--- src/rtl/commit_scoreboard_if.sv ---
// Issue/commit/status bundle between the issue stage and the register busy-tracker.
// Latency: wires only; timing is owned by the scoreboard.
// Backpressure: issue_ready stalls issue; commit_rn and flush are never stalled.
interface commit_scoreboard_if #(
  parameter int NUM_REGS = 64,
  parameter int RN_W     = 6
);
  logic                issue_valid;
  logic [RN_W-1:0]     issue_rs1;
  logic [RN_W-1:0]     issue_rs2;
  logic [RN_W-1:0]     issue_rs3;
  logic [RN_W-1:0]     issue_rd1;
  logic [RN_W-1:0]     issue_rd2;
  logic                issue_is_branch;
  logic                issue_ready;
  logic [RN_W-1:0]     commit_rn;
  logic                flush;
  logic [NUM_REGS-1:0] busy_vec;
  logic [RN_W:0]       busy_count;
  logic                drained;

  // Issue stage / commit unit side.
  modport master (
    output issue_valid, issue_rs1, issue_rs2, issue_rs3, issue_rd1, issue_rd2,
           issue_is_branch, commit_rn, flush,
    input  issue_ready, busy_vec, busy_count, drained
  );

  // Scoreboard side.
  modport slave (
    input  issue_valid, issue_rs1, issue_rs2, issue_rs3, issue_rd1, issue_rd2,
           issue_is_branch, commit_rn, flush,
    output issue_ready, busy_vec, busy_count, drained
  );
endinterface

--- src/rtl/commit_scoreboard.sv ---
// Register busy-tracker: sets destinations busy on issue, clears them on commit writes.
// Latency: a fire or commit at edge N is visible in busy_vec/issue_ready from cycle N+1.
// Backpressure: issue_ready drops while any source/destination of the candidate is busy.
module commit_scoreboard #(
  parameter int NUM_REGS = 64,
  parameter int RN_W     = 6,
  parameter int LINK_RN  = 63
) (
  input  logic            clk,
  input  logic            rst_n,
  commit_scoreboard_if.slave sb
);
  localparam int CW = RN_W + 1;
  localparam logic [RN_W-1:0] LINK_IDX = RN_W'(LINK_RN);

  // Bit 0 of busy_q is never written to 1, so register 0 always reads free.
  logic [NUM_REGS-1:0] busy_q, busy_d;
  logic [NUM_REGS-1:0] set_vec, clr_vec, newly_set, freed;
  logic [CW-1:0]       busy_count_q, busy_count_d, inc;
  logic                drained_q, drained_d;
  logic                hazard, fire, dec;

  // Hazard check reads registered busy state only; a same-cycle commit does not bypass.
  always_comb begin
    hazard = busy_q[sb.issue_rs1] | busy_q[sb.issue_rs2] | busy_q[sb.issue_rs3] |
             busy_q[sb.issue_rd1] | busy_q[sb.issue_rd2] |
             (sb.issue_is_branch & busy_q[LINK_IDX]);
    fire   = sb.issue_valid & ~hazard;
  end

  // Next busy state and counter: flush beats set, set beats clear on the same register.
  always_comb begin
    set_vec = '0;
    clr_vec = '0;
    inc     = '0;
    for (int r = 1; r < NUM_REGS; r++) begin
      set_vec[r] = fire & ((sb.issue_rd1 == RN_W'(r)) | (sb.issue_rd2 == RN_W'(r)) |
                           (sb.issue_is_branch & (LINK_IDX == RN_W'(r))));
      clr_vec[r] = (sb.commit_rn == RN_W'(r));
    end
    // Duplicate destinations collapse into one bit, so counting bits counts them once.
    newly_set = set_vec & ~busy_q;
    // Only a busy, not re-set register decrements; repeated commits to a free one do nothing.
    freed     = busy_q & clr_vec & ~set_vec;
    for (int r = 0; r < NUM_REGS; r++) begin
      inc = inc + CW'(newly_set[r]);
    end
    dec = |freed;
    if (sb.flush) begin
      busy_d       = '0;
      busy_count_d = '0;
    end else begin
      busy_d       = (busy_q & ~clr_vec) | set_vec;
      busy_count_d = busy_count_q + inc - CW'(dec);
    end
    busy_d[0] = 1'b0;
    drained_d = (busy_count_d == '0);
  end

  // State registers; reset leaves everything free and drained.
  always_ff @(posedge clk or negedge rst_n) begin
    if (!rst_n) begin
      busy_q       <= '0;
      busy_count_q <= '0;
      drained_q    <= 1'b1;
    end else begin
      busy_q       <= busy_d;
      busy_count_q <= busy_count_d;
      drained_q    <= drained_d;
    end
  end

  assign sb.issue_ready = ~hazard;
  assign sb.busy_vec    = busy_q;
  assign sb.busy_count  = busy_count_q;
  assign sb.drained     = drained_q;
endmodule

--- src/flat_wrapper.sv ---
// flat-port wrapper written by rule: the top's interface ports become plain ports
module commit_scoreboard_flat 
#(
  parameter int NUM_REGS = 64,
  parameter int RN_W     = 6,
  parameter int LINK_RN  = 63
)
  (clk, rst_n, sb_issue_valid, sb_issue_rs1, sb_issue_rs2, sb_issue_rs3, sb_issue_rd1, sb_issue_rd2, sb_issue_is_branch, sb_commit_rn, sb_flush, sb_issue_ready, sb_busy_vec, sb_busy_count, sb_drained);
  commit_scoreboard_if #(.NUM_REGS(NUM_REGS), .RN_W(RN_W)) sb_i ();
  input  logic clk;
  input  logic rst_n;
  input wire logic [$bits(sb_i.issue_valid)-1:0] sb_issue_valid;
  input wire logic [$bits(sb_i.issue_rs1)-1:0] sb_issue_rs1;
  input wire logic [$bits(sb_i.issue_rs2)-1:0] sb_issue_rs2;
  input wire logic [$bits(sb_i.issue_rs3)-1:0] sb_issue_rs3;
  input wire logic [$bits(sb_i.issue_rd1)-1:0] sb_issue_rd1;
  input wire logic [$bits(sb_i.issue_rd2)-1:0] sb_issue_rd2;
  input wire logic [$bits(sb_i.issue_is_branch)-1:0] sb_issue_is_branch;
  input wire logic [$bits(sb_i.commit_rn)-1:0] sb_commit_rn;
  input wire logic [$bits(sb_i.flush)-1:0] sb_flush;
  output wire logic [$bits(sb_i.issue_ready)-1:0] sb_issue_ready;
  output wire logic [$bits(sb_i.busy_vec)-1:0] sb_busy_vec;
  output wire logic [$bits(sb_i.busy_count)-1:0] sb_busy_count;
  output wire logic [$bits(sb_i.drained)-1:0] sb_drained;
  assign sb_i.issue_valid = sb_issue_valid;
  assign sb_i.issue_rs1 = sb_issue_rs1;
  assign sb_i.issue_rs2 = sb_issue_rs2;
  assign sb_i.issue_rs3 = sb_issue_rs3;
  assign sb_i.issue_rd1 = sb_issue_rd1;
  assign sb_i.issue_rd2 = sb_issue_rd2;
  assign sb_i.issue_is_branch = sb_issue_is_branch;
  assign sb_i.commit_rn = sb_commit_rn;
  assign sb_i.flush = sb_flush;
  assign sb_issue_ready = sb_i.issue_ready;
  assign sb_busy_vec = sb_i.busy_vec;
  assign sb_busy_count = sb_i.busy_count;
  assign sb_drained = sb_i.drained;
  commit_scoreboard #(.NUM_REGS(NUM_REGS), .RN_W(RN_W), .LINK_RN(LINK_RN)) u_core (.clk(clk), .rst_n(rst_n), .sb(sb_i));
endmodule
--- config.mk ---
export PLATFORM = sky130hd
export DESIGN_NAME = commit_scoreboard_flat
export DESIGN_NICKNAME = d
export VERILOG_FILES = /design/src/rtl/commit_scoreboard_if.sv /design/src/rtl/commit_scoreboard.sv /design/src/flat_wrapper.sv
export SDC_FILE = /design/constraint.sdc
export NUM_CORES = 1
export LEC_CHECK = 0
export ABC_AREA = 0
export CORE_MARGIN = 2
export CORE_UTILIZATION = 55
export CTS_CLUSTER_SIZE = 12
export DETAILED_ROUTE_END_ITERATION = 12
export PLACE_DENSITY = 0.81
export SLEW_MARGIN = 40
export SYNTH_ARGS = -nofsm -noshare
export SYNTH_HDL_FRONTEND = slang
export SYNTH_SLANG_ARGS = --single-unit
--- constraint.sdc ---
create_clock -name clk -period 12.1 [get_ports clk]
set_input_delay 2.42 -clock clk [delete_from_list [all_inputs] [get_ports clk]]
set_output_delay 2.42 -clock clk [all_outputs]
set_load 0.05 [all_outputs]
==> impl_metrics.py <==
metrics = {
    "run_status": {
        "status": "finished clean",
    },
    "logic_synthesis": {
        "synth_edf_count": 0,
        "ys_top_cells_by_count": "137 x nand2_1, 72 x clkbuf_1, 70 x dfrtp_1",
        "syn_inst": 1091,
        "ys_top_cells_by_area": "dfrtp_1 17%, fa_1 11%, mux4_2 8.9%, a41o_1 5.7%, nand2_1 5.1%",
        "yosysTopAreaCell": "dfrtp_1",
        "syn_avg_cell_area_sq_um": 9.28,
        "synth_warnings": 0,
        "synth_top_flop_cell": "dfrtp_1",
        "synth_cell_types": 75,
        "synth.most_common_cell": "nand2_1",
        "syn_nets": 1222,
        "yosys_register_bits": 71,
        "async_flop_share_pct": 100,
        "synth_top_area_share_pct": 17.3,
        "synth_area_sq_um": 10100,
        "ys_seq_area_share_pct": 17.6,
    },
    "sta": {
        "fin_crit_sh_pct": 95.5,
        "hold_violations": 0,
        "fin_setup_tns_ns": 0,
        "setup_viol": 0,
        "fmax_mhz": 86.6,
        "skew_ns": 0.00743,
        "relSlewSlack_pct": 40.7,
        "rsz0062_at_grt": "no",
        "slew_violations": 0,
        "fin_crit_ns": 11.55,
        "tightestPinTransition_ns": 0.866,
    },
    "grt": {
        "grt_pass1_vias": 9988,
        "grt.overflow.total": 0,
        "grt_pass1_wl_um": 60700,
        "antenna_found_initial": 0,
        "grt_max_degree": 72,
        "globalRouteTotalUtil_pct": 41.0,
    },
    "setup_path": {
        "r2r-end": "u_core.sb.drained",
        "path_buf_inv": 5,
        "r2r.worst_path.cells": 25,
        "cpMostUsedCell": "fa_1",
        "r2r_setup_slack_ns": 2.92,
        "critPathMaxFanout": 28,
        "cp_top_family": "adder cells",
        "cpPeakStageDelay_ns": 0.69,
        "path_depth": 29,
        "r2r-start": "u_core.sb.busy_vec[34]",
        "crit_arrival_ns": 11.80,
        "start_kind": "primary input",
        "criticalPathCategory": "primary input to flop",
        "cp.required_ns": 12.35,
        "end_kind": "flop",
        "crit_slowest_cell": "clkdlybuf4s50_1",
    },
    "clock_tree": {
        "cts_hold_buf": 0,
        "cts_setup_buffers": 0,
        "numCtsBuffers": 9,
        "clock_path_buffers": 2,
        "tritoncts": "yes",
        "path_clk_slew_ns": 0.06,
        "cts_resized": 0,
        "cts_htree_levels": 3,
        "cts.sinks": 71,
        "insertion_delay_ns": 0.35,
        "cts-root-buf": "clkbuf_16",
    },
    "die": {
        "die_area_sq_um": 19500,
        "rows": 49,
        "die_w_um": 140,
        "die_h_um": 140,
        "initial_core_util_pct": 56.2,
        "design.portCount": 114,
        "core_sq_um": 18000,
    },
    "placed_design": {
        "io_buffers": 112,
        "gp_congestion": 1.07,
        "placed_area_sq_um": 11300,
        "hpwl_um": 28900,
    },
    "routing": {
        "drt_iter0_markers": 1593,
        "first_pass_iters": 6,
        "route.detailed.drc": 0,
        "antenna_left": 0,
        "routed_via_density": 7.63,
        "drt-wirelength-per-cell_um": 29.3,
        "totalWireLength_um": 40100,
        "vias": 10500,
    },
    "final_layout": {
        "fin_area_sq_um": 11500,
        "fillers": 1518,
        "post-route-util_pct": 64.0,
        "drive_above_1_share_pct": 12.6,
        "nNetsFinal": 1268,
        "syn_to_final_growth_pct": 14.0,
    },
    "min_path": {
        "hold_path.class": "flop to flop",
        "worstHoldPathCells": 2,
        "hp-start": "u_core.sb.busy_vec[12]",
        "holdPathEnd": "u_core.sb.busy_vec[12]",
    },
    "run": {
        "cap_violations": 0,
    },
    "power": {
        "power.density_nw_per_um2": 95.2,
        "ir_worst_vdd_uv": 206,
        "p_leak_uw": 0.00516,
    },
}
## layout make-up
type | count | area [sq um] | share of cell area [%]
multi-input cells | 836 | 7520 | 65.1
flip-flops and latches | 71 | 1780 | 15.4
repair buffers | 153 | 1420 | 12.3
well taps | 229 | 287 | 2.48
inverters | 66 | 248 | 2.15
clock buffers | 10 | 239 | 2.07
clock inverters | 6 | 51.3 | 0.444
diodes | 1 | 2.50 | 0.0217
## power breakdown
group,switching [uW],internal [uW],leakage (uW)
Clock,114,147,0.000140
Sequential,15.7,252,0.000980
Combinational,349,221,0.00404
## metrics by stage
stage	cells	power, uW	hold slack, ns	worst slack, ns
floorplan	1091	692	0.823	1.50
global placement	1355	819	0.733	0.634
detailed placement	1355	838	0.749	0.396
CTS	1371	1100	0.757	0.706
global route	1371	1180	0.793	0.264
finish	1372	1100	0.794	0.546
## worst min-delay path: stages (launching register included)
cell	delay, ns
dfrtp_1	0.53
nand3_1	0.14
o31ai_1	0.08
## layout by cell type (no fill, tap or decap), types with 4 or more instances in the layout
cell type	Yosys	routed
buf_4	6	40
nor2_1	21	21
inv_1	66	66
dfrtp_1	70	70
nand4_1	51	51
a221oi_1	4	4
o21ai_0	13	13
nand2b_1	5	5
mux2_2	13	13
mux2i_1	51	51
o211ai_1	4	4
clkbuf_16	0	9
ha_1	34	34
nor4_1	4	4
a22o_1	5	5
and4b_1	4	4
o31ai_1	4	4
a41o_1	58	58
a21oi_1	15	15
xnor2_1	12	12
nor2b_1	23	22
a211oi_1	11	11
nor4b_1	5	5
and3_1	57	57
o22ai_1	65	65
nor4bb_1	5	4
fa_1	56	56
clkdlybuf4s50_1	0	110
mux4_2	40	40
a22oi_1	25	25
nand2_1	137	137
mux4_1	14	14
a31oi_1	4	4
nand3_1	27	27
nor3_2	18	18
## sequential cells by signal, indices dropped and copies added, names as in the netlist
| name | flops |
|---|---|
| u_core.sb.busy_count | 7 |
| u_core.sb.busy_vec | 63 |
| u_core.sb.drained | 1 |
## per-layer routing
metal,share of wire (%),GRT usage [%],vias up
met4,8.7,28.3,0
met5,0,0,-
met1,34,52.1,4905
li1,-,-,4276
met3,14,11.9,262
met2,43,60.3,1027
## worst max-delay path by stage
stage,start,end,slack [ns]
finish,sb_issue_rs2[0],u_core.sb.drained,0.55
detailed placement,sb_issue_rs2[0],u_core.sb.drained,0.40
CTS,sb_issue_rs2[0],u_core.sb.drained,0.71
floorplan,sb_issue_rs1[0],u_core.sb.drained,1.50
global route,sb_issue_rs2[0],u_core.sb.drained,0.26
global placement,sb_issue_rs2[0],u_core.sb.drained,0.63
## kinds of logic after synthesis
kind of cell | Yosys count | synth area share, %
compound gates | 238 | 18.2
xor+xnor | 13 | 1.12
fa+ha+maj | 90 | 15.3
buf+inv | 184 | 8.45
flops | 71 | 17.6
mux | 118 | 19.0
other cells | 1 | 0.0370
simple gates | 376 | 20.3
(Power assumes the default switching activity.)
